===== config.mk =====
export PLATFORM = sky130hd
export DESIGN_NAME = spi_register_transceiver_flat
export DESIGN_NICKNAME = d
export VERILOG_FILES = /design/src/rtl/spi_register_transceiver_if.sv /design/src/rtl/spi_register_transceiver.sv /design/src/flat_wrapper.sv
export SDC_FILE = /design/constraint.sdc
export NUM_CORES = 1
export LEC_CHECK = 0
export BUFFER_PORTS_ARGS = -buffer_cell sky130_fd_sc_hd__buf_2
export CAP_MARGIN = 20
export CORE_UTILIZATION = 45
export DETAILED_ROUTE_END_ITERATION = 10
export GPL_ROUTABILITY_DRIVEN = 0
export HOLD_SLACK_MARGIN = 0.15
export MAX_ROUTING_LAYER = met4
export PLACE_DENSITY = 0.66
export SLEW_MARGIN = 20
export SYNTH_ARGS = -nofsm -noshare
export SYNTH_HDL_FRONTEND = slang
export SYNTH_SLANG_ARGS = --single-unit

===== constraint.sdc =====
create_clock -name clk -period 4.4 [get_ports clk]
set_input_delay 0.44 -clock clk [delete_from_list [all_inputs] [get_ports clk]]
set_output_delay 0.44 -clock clk [all_outputs]
set_load 0.01 [all_outputs]

===== src/rtl/spi_register_transceiver_if.sv =====
// Bus between the SPI transceiver and its neighbours: synchronized SPI pins
// on one side, command/word handshake to the register-decode logic on the other.
interface spi_register_transceiver_if #(
    parameter int COMMAND_WIDTH = 8,
    parameter int WORD_WIDTH    = 32
);
    logic [WORD_WIDTH-1:0]    word_to_output;
    logic [WORD_WIDTH-1:0]    word_received;
    logic [COMMAND_WIDTH-1:0] command;
    logic                     command_ready;
    logic                     word_rx_complete;
    logic                     sck;
    logic                     sdi;
    logic                     cs;
    logic                     sdo;
    logic                     frame_error;

    modport slave (
        input  word_to_output, sck, sdi, cs,
        output word_received, command, command_ready, word_rx_complete, sdo, frame_error
    );

    modport master (
        output word_to_output, sck, sdi, cs,
        input  word_received, command, command_ready, word_rx_complete, sdo, frame_error
    );
endinterface


===== src/rtl/spi_register_transceiver.sv =====
// SPI mode-0 slave: 8-bit command byte then a burst of 32-bit words each way.
// Optional sticky truncated-frame detection is built when SPI_FRAME_ERROR_EN is defined.
module spi_register_transceiver #(
    parameter int COMMAND_WIDTH = 8,
    parameter int WORD_WIDTH    = 32
) (
    input  logic                          clk,
    input  logic                          reset,
    spi_register_transceiver_if.slave     bus
);
    localparam int CNT_W = $clog2((WORD_WIDTH > COMMAND_WIDTH) ? WORD_WIDTH : COMMAND_WIDTH) + 1;
    localparam logic [CNT_W-1:0] CMD_LAST  = CNT_W'(COMMAND_WIDTH - 1);
    localparam logic [CNT_W-1:0] WORD_LAST = CNT_W'(WORD_WIDTH - 1);

    typedef enum logic [1:0] {S_IDLE, S_COMMAND, S_DATA} state_t;

    state_t                   r_state;
    state_t                   w_next_state;
    logic                     r_sck_prev;
    logic                     r_cs_prev;
    logic [CNT_W-1:0]         r_cnt;
    // Shift registers hold only the bits before the final one; the last bit
    // is taken straight from sdi when the byte/word completes.
    logic [COMMAND_WIDTH-2:0] r_cmd_shift;
    logic [WORD_WIDTH-2:0]    r_rx_shift;
    logic [WORD_WIDTH-1:0]    r_tx_shift;
    logic                     r_tx_loaded;
    logic [COMMAND_WIDTH-1:0] r_command;
    logic [WORD_WIDTH-1:0]    r_word_received;
    logic                     r_command_ready;
    logic                     r_word_rx_complete;

    logic w_rise;
    logic w_fall;
    logic w_cs_fall;
    logic w_cnt_clear;
    logic w_abort;
    logic w_cmd_shift_en;
    logic w_cmd_done;
    logic w_rx_shift_en;
    logic w_word_done;
    logic w_tx_load;
    logic w_tx_shift;

    assign w_rise    = bus.sck & ~r_sck_prev & ~bus.cs;
    assign w_fall    = ~bus.sck & r_sck_prev & ~bus.cs;
    // r_cs_prev resets low so a cs held low across reset never looks like a new frame.
    assign w_cs_fall = r_cs_prev & ~bus.cs;

    always_ff @(posedge clk) begin
        if (reset) r_state <= S_IDLE;
        else       r_state <= w_next_state;
    end

    always_comb begin
        w_next_state   = r_state;
        w_cnt_clear    = 1'b0;
        w_abort        = 1'b0;
        w_cmd_shift_en = 1'b0;
        w_cmd_done     = 1'b0;
        w_rx_shift_en  = 1'b0;
        w_word_done    = 1'b0;
        w_tx_load      = 1'b0;
        w_tx_shift     = 1'b0;
        case (r_state)
            S_IDLE: begin
                if (w_cs_fall) begin
                    w_next_state = S_COMMAND;
                    w_cnt_clear  = 1'b1;
                end
            end
            S_COMMAND: begin
                if (bus.cs) begin
                    w_next_state = S_IDLE;
                    w_abort      = 1'b1;
                end else if (w_rise) begin
                    w_cmd_shift_en = 1'b1;
                    if (r_cnt == CMD_LAST) begin
                        w_cmd_done   = 1'b1;
                        w_next_state = S_DATA;
                    end
                end
            end
            S_DATA: begin
                if (bus.cs) begin
                    w_next_state = S_IDLE;
                    w_abort      = 1'b1;
                end else begin
                    if (w_fall) begin
                        w_tx_load  = ~r_tx_loaded;
                        w_tx_shift = r_tx_loaded;
                    end
                    if (w_rise) begin
                        w_rx_shift_en = 1'b1;
                        w_word_done   = (r_cnt == WORD_LAST);
                    end
                end
            end
            default: w_next_state = S_IDLE;
        endcase
    end

    always_ff @(posedge clk) begin
        if (reset) begin
            r_sck_prev         <= 1'b0;
            r_cs_prev          <= 1'b0;
            r_cnt              <= '0;
            r_cmd_shift        <= '0;
            r_rx_shift         <= '0;
            r_tx_shift         <= '0;
            r_tx_loaded        <= 1'b0;
            r_command          <= '0;
            r_word_received    <= '0;
            r_command_ready    <= 1'b0;
            r_word_rx_complete <= 1'b0;
        end else begin
            r_sck_prev         <= bus.sck;
            r_cs_prev          <= bus.cs;
            r_command_ready    <= w_cmd_done;
            r_word_rx_complete <= w_word_done;

            if (w_cnt_clear || w_abort || w_cmd_done || w_word_done)
                r_cnt <= '0;
            else if (w_cmd_shift_en || w_rx_shift_en)
                r_cnt <= r_cnt + CNT_W'(1);

            if (w_cnt_clear || w_abort)
                r_cmd_shift <= '0;
            else if (w_cmd_shift_en)
                r_cmd_shift <= {r_cmd_shift[COMMAND_WIDTH-3:0], bus.sdi};
            if (w_cmd_done)
                r_command <= {r_cmd_shift, bus.sdi};

            if (w_cnt_clear || w_abort)
                r_rx_shift <= '0;
            else if (w_rx_shift_en)
                r_rx_shift <= {r_rx_shift[WORD_WIDTH-3:0], bus.sdi};
            if (w_word_done)
                r_word_received <= {r_rx_shift, bus.sdi};

            // sdo is the tx MSB; clearing the register outside DATA keeps sdo low there.
            if (w_next_state != S_DATA) begin
                r_tx_shift  <= '0;
                r_tx_loaded <= 1'b0;
            end else begin
                if (w_tx_load) begin
                    r_tx_shift  <= bus.word_to_output;
                    r_tx_loaded <= 1'b1;
                end else if (w_tx_shift) begin
                    r_tx_shift <= {r_tx_shift[WORD_WIDTH-2:0], 1'b0};
                end
                if (w_word_done)
                    r_tx_loaded <= 1'b0;
            end
        end
    end

`ifdef SPI_FRAME_ERROR_EN
    logic r_frame_error;

    // Any cs rise mid-command (even with zero bits) or mid-word is a truncated frame.
    always_ff @(posedge clk) begin
        if (reset)
            r_frame_error <= 1'b0;
        else if (w_abort && ((r_state == S_COMMAND) || (r_cnt != '0)))
            r_frame_error <= 1'b1;
    end

    assign bus.frame_error = r_frame_error;
`else
    assign bus.frame_error = 1'b0;
`endif

    assign bus.word_received    = r_word_received;
    assign bus.command          = r_command;
    assign bus.command_ready    = r_command_ready;
    assign bus.word_rx_complete = r_word_rx_complete;
    assign bus.sdo              = r_tx_shift[WORD_WIDTH-1];
endmodule

===== src/flat_wrapper.sv =====
// flat-port wrapper written by rule: the top's interface ports become plain ports
module spi_register_transceiver_flat 
#(
    parameter int COMMAND_WIDTH = 8,
    parameter int WORD_WIDTH    = 32
)
  (clk, reset, bus_word_to_output, bus_sck, bus_sdi, bus_cs, bus_word_received, bus_command, bus_command_ready, bus_word_rx_complete, bus_sdo, bus_frame_error);
  spi_register_transceiver_if #(.COMMAND_WIDTH(COMMAND_WIDTH), .WORD_WIDTH(WORD_WIDTH)) bus_i ();
  input  logic clk;
  input  logic reset;
  input wire logic [$bits(bus_i.word_to_output)-1:0] bus_word_to_output;
  input wire logic [$bits(bus_i.sck)-1:0] bus_sck;
  input wire logic [$bits(bus_i.sdi)-1:0] bus_sdi;
  input wire logic [$bits(bus_i.cs)-1:0] bus_cs;
  output wire logic [$bits(bus_i.word_received)-1:0] bus_word_received;
  output wire logic [$bits(bus_i.command)-1:0] bus_command;
  output wire logic [$bits(bus_i.command_ready)-1:0] bus_command_ready;
  output wire logic [$bits(bus_i.word_rx_complete)-1:0] bus_word_rx_complete;
  output wire logic [$bits(bus_i.sdo)-1:0] bus_sdo;
  output wire logic [$bits(bus_i.frame_error)-1:0] bus_frame_error;
  assign bus_i.word_to_output = bus_word_to_output;
  assign bus_i.sck = bus_sck;
  assign bus_i.sdi = bus_sdi;
  assign bus_i.cs = bus_cs;
  assign bus_word_received = bus_i.word_received;
  assign bus_command = bus_i.command;
  assign bus_command_ready = bus_i.command_ready;
  assign bus_word_rx_complete = bus_i.word_rx_complete;
  assign bus_sdo = bus_i.sdo;
  assign bus_frame_error = bus_i.frame_error;
  spi_register_transceiver #(.COMMAND_WIDTH(COMMAND_WIDTH), .WORD_WIDTH(WORD_WIDTH)) u_core (.clk(clk), .reset(reset), .bus(bus_i));
endmodule

==> qor.txt <==
Status -> complete, no violations
Syn avg cell area -> 8.56 um2
Core Util, Final -> 56.0%
Worst r2r path cells -> 7
Leak -> 2.10 nW
#FFs+latches synth -> 123
Clock slew at reported path FFs -> 0.05 ns
Total CTS buffers -> 17
Die height -> 108 um
Critical R2R Launch -> u_core.r_state[0]
Power density over the cells -> 423 nW/um2
Area share of the largest cell type after synthesis -> 49.0%
Latest clock arrival within the worst-skew pair -> 0.51 ns
Initial antenna violation count -> 0
Class of the worst hold path -> in -> reg
Diode count -> 0
Switching Fraction -> 19.8%
Min cycle time layout -> 2.80 ns
Clock share of power -> 53.5%
First-pass GRT wire length -> 17.2 mm
CP arrival -> 3.19 ns
Worst hold stages -> 3
# DRC -> 0
Met2 GRT Util -> 31.7%
DR vias/cell -> 5.09
RSZ-0062 raised after global routing -> false
Die Wd -> 108 um
Cell Int Power -> 2.06 mW
Num Clock Sinks -> 123
Fin Setup TNS -> 0 ns
Worst Path Class, Setup -> reg -> reg
Met3 Usage GRT -> 5.81%
Starting Density -> 46.4%
Setup bufs post-CTS -> 0
Final Hold Fails -> 0
Skew final -> 0.00757 ns
Post-CTS sizing -> 0
Post-DR wirelength/cell -> 13.1 um
Async S/R FF share, synth -> 0%
Die Footprint -> 11600 um2
H-tree depth reported by CTS -> 4
Slew margin rel. -> 36.1%
Synthesized instance count -> 587
Worst vdd ir -> 0.224 mV
Total GRT Usage -> 19.6%
Seq pwr share -> 43.6%
Row cnt -> 38
Worst reg-to-reg setup slack -> 1.60 ns
CTS tree -> yes
Worst Hold Path EP -> u_core.r_rx_shift[0]
Nets -> 690
Setup Viol. Count Final -> 0
Synth-to-Final Area Change -> 20.7%
Clk buf depth -> 2
Reg-to-reg endpoint -> u_core.r_cnt[4]
Num ports -> 81
Seq/Total Area, Yosys -> 49.0%
# fillers -> 1026
Root Driver -> clkbuf_8
Ys flop type -> dfxtp_1
Max Fclk -> 357 MHz
CP max FO -> 21
Global Route met1 Usage -> 22.3%
Commonest non-fill, non-tap cells in the layout -> nand2_1 (173), dfxtp_1 (122), buf_2 (79)
Synth area leaders -> dfxtp_1 (49%), nand2_1 (13%), mux2i_1 (8.0%)
P_sw -> 507 uW
Hold-fix buffers, CTS -> 0
Comb power frac -> 2.9%
Detailed-route via count -> 4075
WP data required -> 4.80 ns
Fin crit share -> 63.6%
Total routed wirelength -> 10.5 mm
Synth unique cells -> 34
Layout cells sized above 1 -> 23.6%
Pre-antenna DRT Iters -> 4
Vias in the first global route -> 3892
Slew Viols, Final -> 0
Cell area after synthesis -> 5020 um2
Number of antenna-violating nets in the routed design -> 0
Post-DP HPWL -> 6.68 mm
Yosys top cell by area -> dfxtp_1
HP Start -> bus_sdi
GR peak layer -> met2
CP startpoint kind -> flip-flop
YS warnings -> 0
CP Capture Type -> flip-flop
Slew @ Worst Pin -> 0.956 ns
# port buffers -> 79
Max cap viols -> 0
Gr ovfl total -> 0
Syn Nets -> 629
Most common cell after layout, fill and taps aside -> nand2_1
Core ar. -> 10800 um2
Largest net degree at the start of global routing -> 65
Post-synth EDFFs -> 0
Initial DRC Count -> 224
cell type report:
type                    instances  area (um2)  share of cell area, %
clock buffers                  24         480                   7.92
clock inverters                 7         113                   1.86
inverters                       7        26.3                  0.433
multi-input cells             412        2350                   38.8
repair buffers                 87         455                   7.51
well taps                     140         175                   2.89
flip-flops and latches        123        2460                   40.6
stage by stage:
stage	hold WS, ns	setup slack (ns)	total power [mW]	instances	cell area, um2
6_report	0.221	1.60	2.56	800	6070
5_1_grt	0.200	1.31	2.66	800	6070
4_1_cts	0.194	1.56	2.60	800	6070
3_5_place_dp	0.445	1.58	1.21	769	5470
3_3_place_gp	0.441	1.64	1.21	769	5470
2_1_floorplan	0.432	2.51	1.19	587	5020
metal layers:
metal	share of wire, %	wire, um
met2	49	5100
met4	0.81	85
met5	0	0
met1	46	4800
met3	4.7	491
power groups by stage:
stage,Combinational [mW],Clock (mW),Sequential (mW)
3_5_place_dp,0.0737,0,1.14
4_1_cts,0.0740,1.41,1.12
6_report,0.0740,1.37,1.12
2_1_floorplan,0.0498,0,1.14
5_1_grt,0.0811,1.46,1.12
3_3_place_gp,0.0725,0,1.14
cells in the mapped netlist, types with 2 or more instances:
library cell  instances
nor3_2               31
nor3_1                6
nand2_1             173
nor2_1               18
buf_6                 4
nor4_1                4
buf_1                 2
o21ai_0              32
buf_2                 9
buf_4                 5
nor2b_1               4
mux2i_1              40
nand3_1               2
a21oi_1              74
nand2b_1              2
or3_1                 2
inv_1                 6
nand4bb_1             2
ha_1                  5
xnor2_1               5
dfxtp_1             123
clkbuf_1             25
nor3b_1               2
worst max-delay path by stage:
stage                           start                           end  slack, ns  depth (start not counted)
detailed placement             bus_cs  u_core.bus.word_received[23]       1.58                          5
global route        u_core.r_state[0]               u_core.r_cnt[4]       1.31                          7
global placement                reset         u_core.r_tx_shift[13]       1.64                          6
CTS                 u_core.r_state[0]  u_core.bus.word_received[31]       1.56                          6
finish              u_core.r_state[0]               u_core.r_cnt[4]       1.60                          7
floorplan           u_core.r_state[0]         u_core.r_tx_shift[31]       2.51                          7
registers in the layout, summed over array words and instances, names as in the netlist, 2 cells and up:
name                      cells
u_core.r_cmd_shift            7
u_core.r_state                2
u_core.bus.word_received     32
u_core.r_cnt                  6
u_core.r_rx_shift            31
u_core.bus.command            8
u_core.r_tx_shift            32
cell families after synthesis:
group / after synthesis / share of synthesized area (%)
adders and majority gates: 5 / 1.25
muxes: 40 / 7.97
DFF: 123 / 49.0
and+or+nand+nor: 250 / 24.2
AOI/OAI and AO/OA: 111 / 11.6
buffers and inverters: 52 / 5.08
xor gates and xnor gates: 5 / 0.871
other: 1 / 0.0746
critical path, cell delays in order, from the launching register on:
cell and delay [ns]:
dfxtp_1 0.34, inv_1 0.09, ha_1 0.25, nand4bb_1 0.62, nor3_4 0.70, buf_4 0.34, or3_1 0.25, nor2_1 0.08
Power figures use the tool's default switching activity.
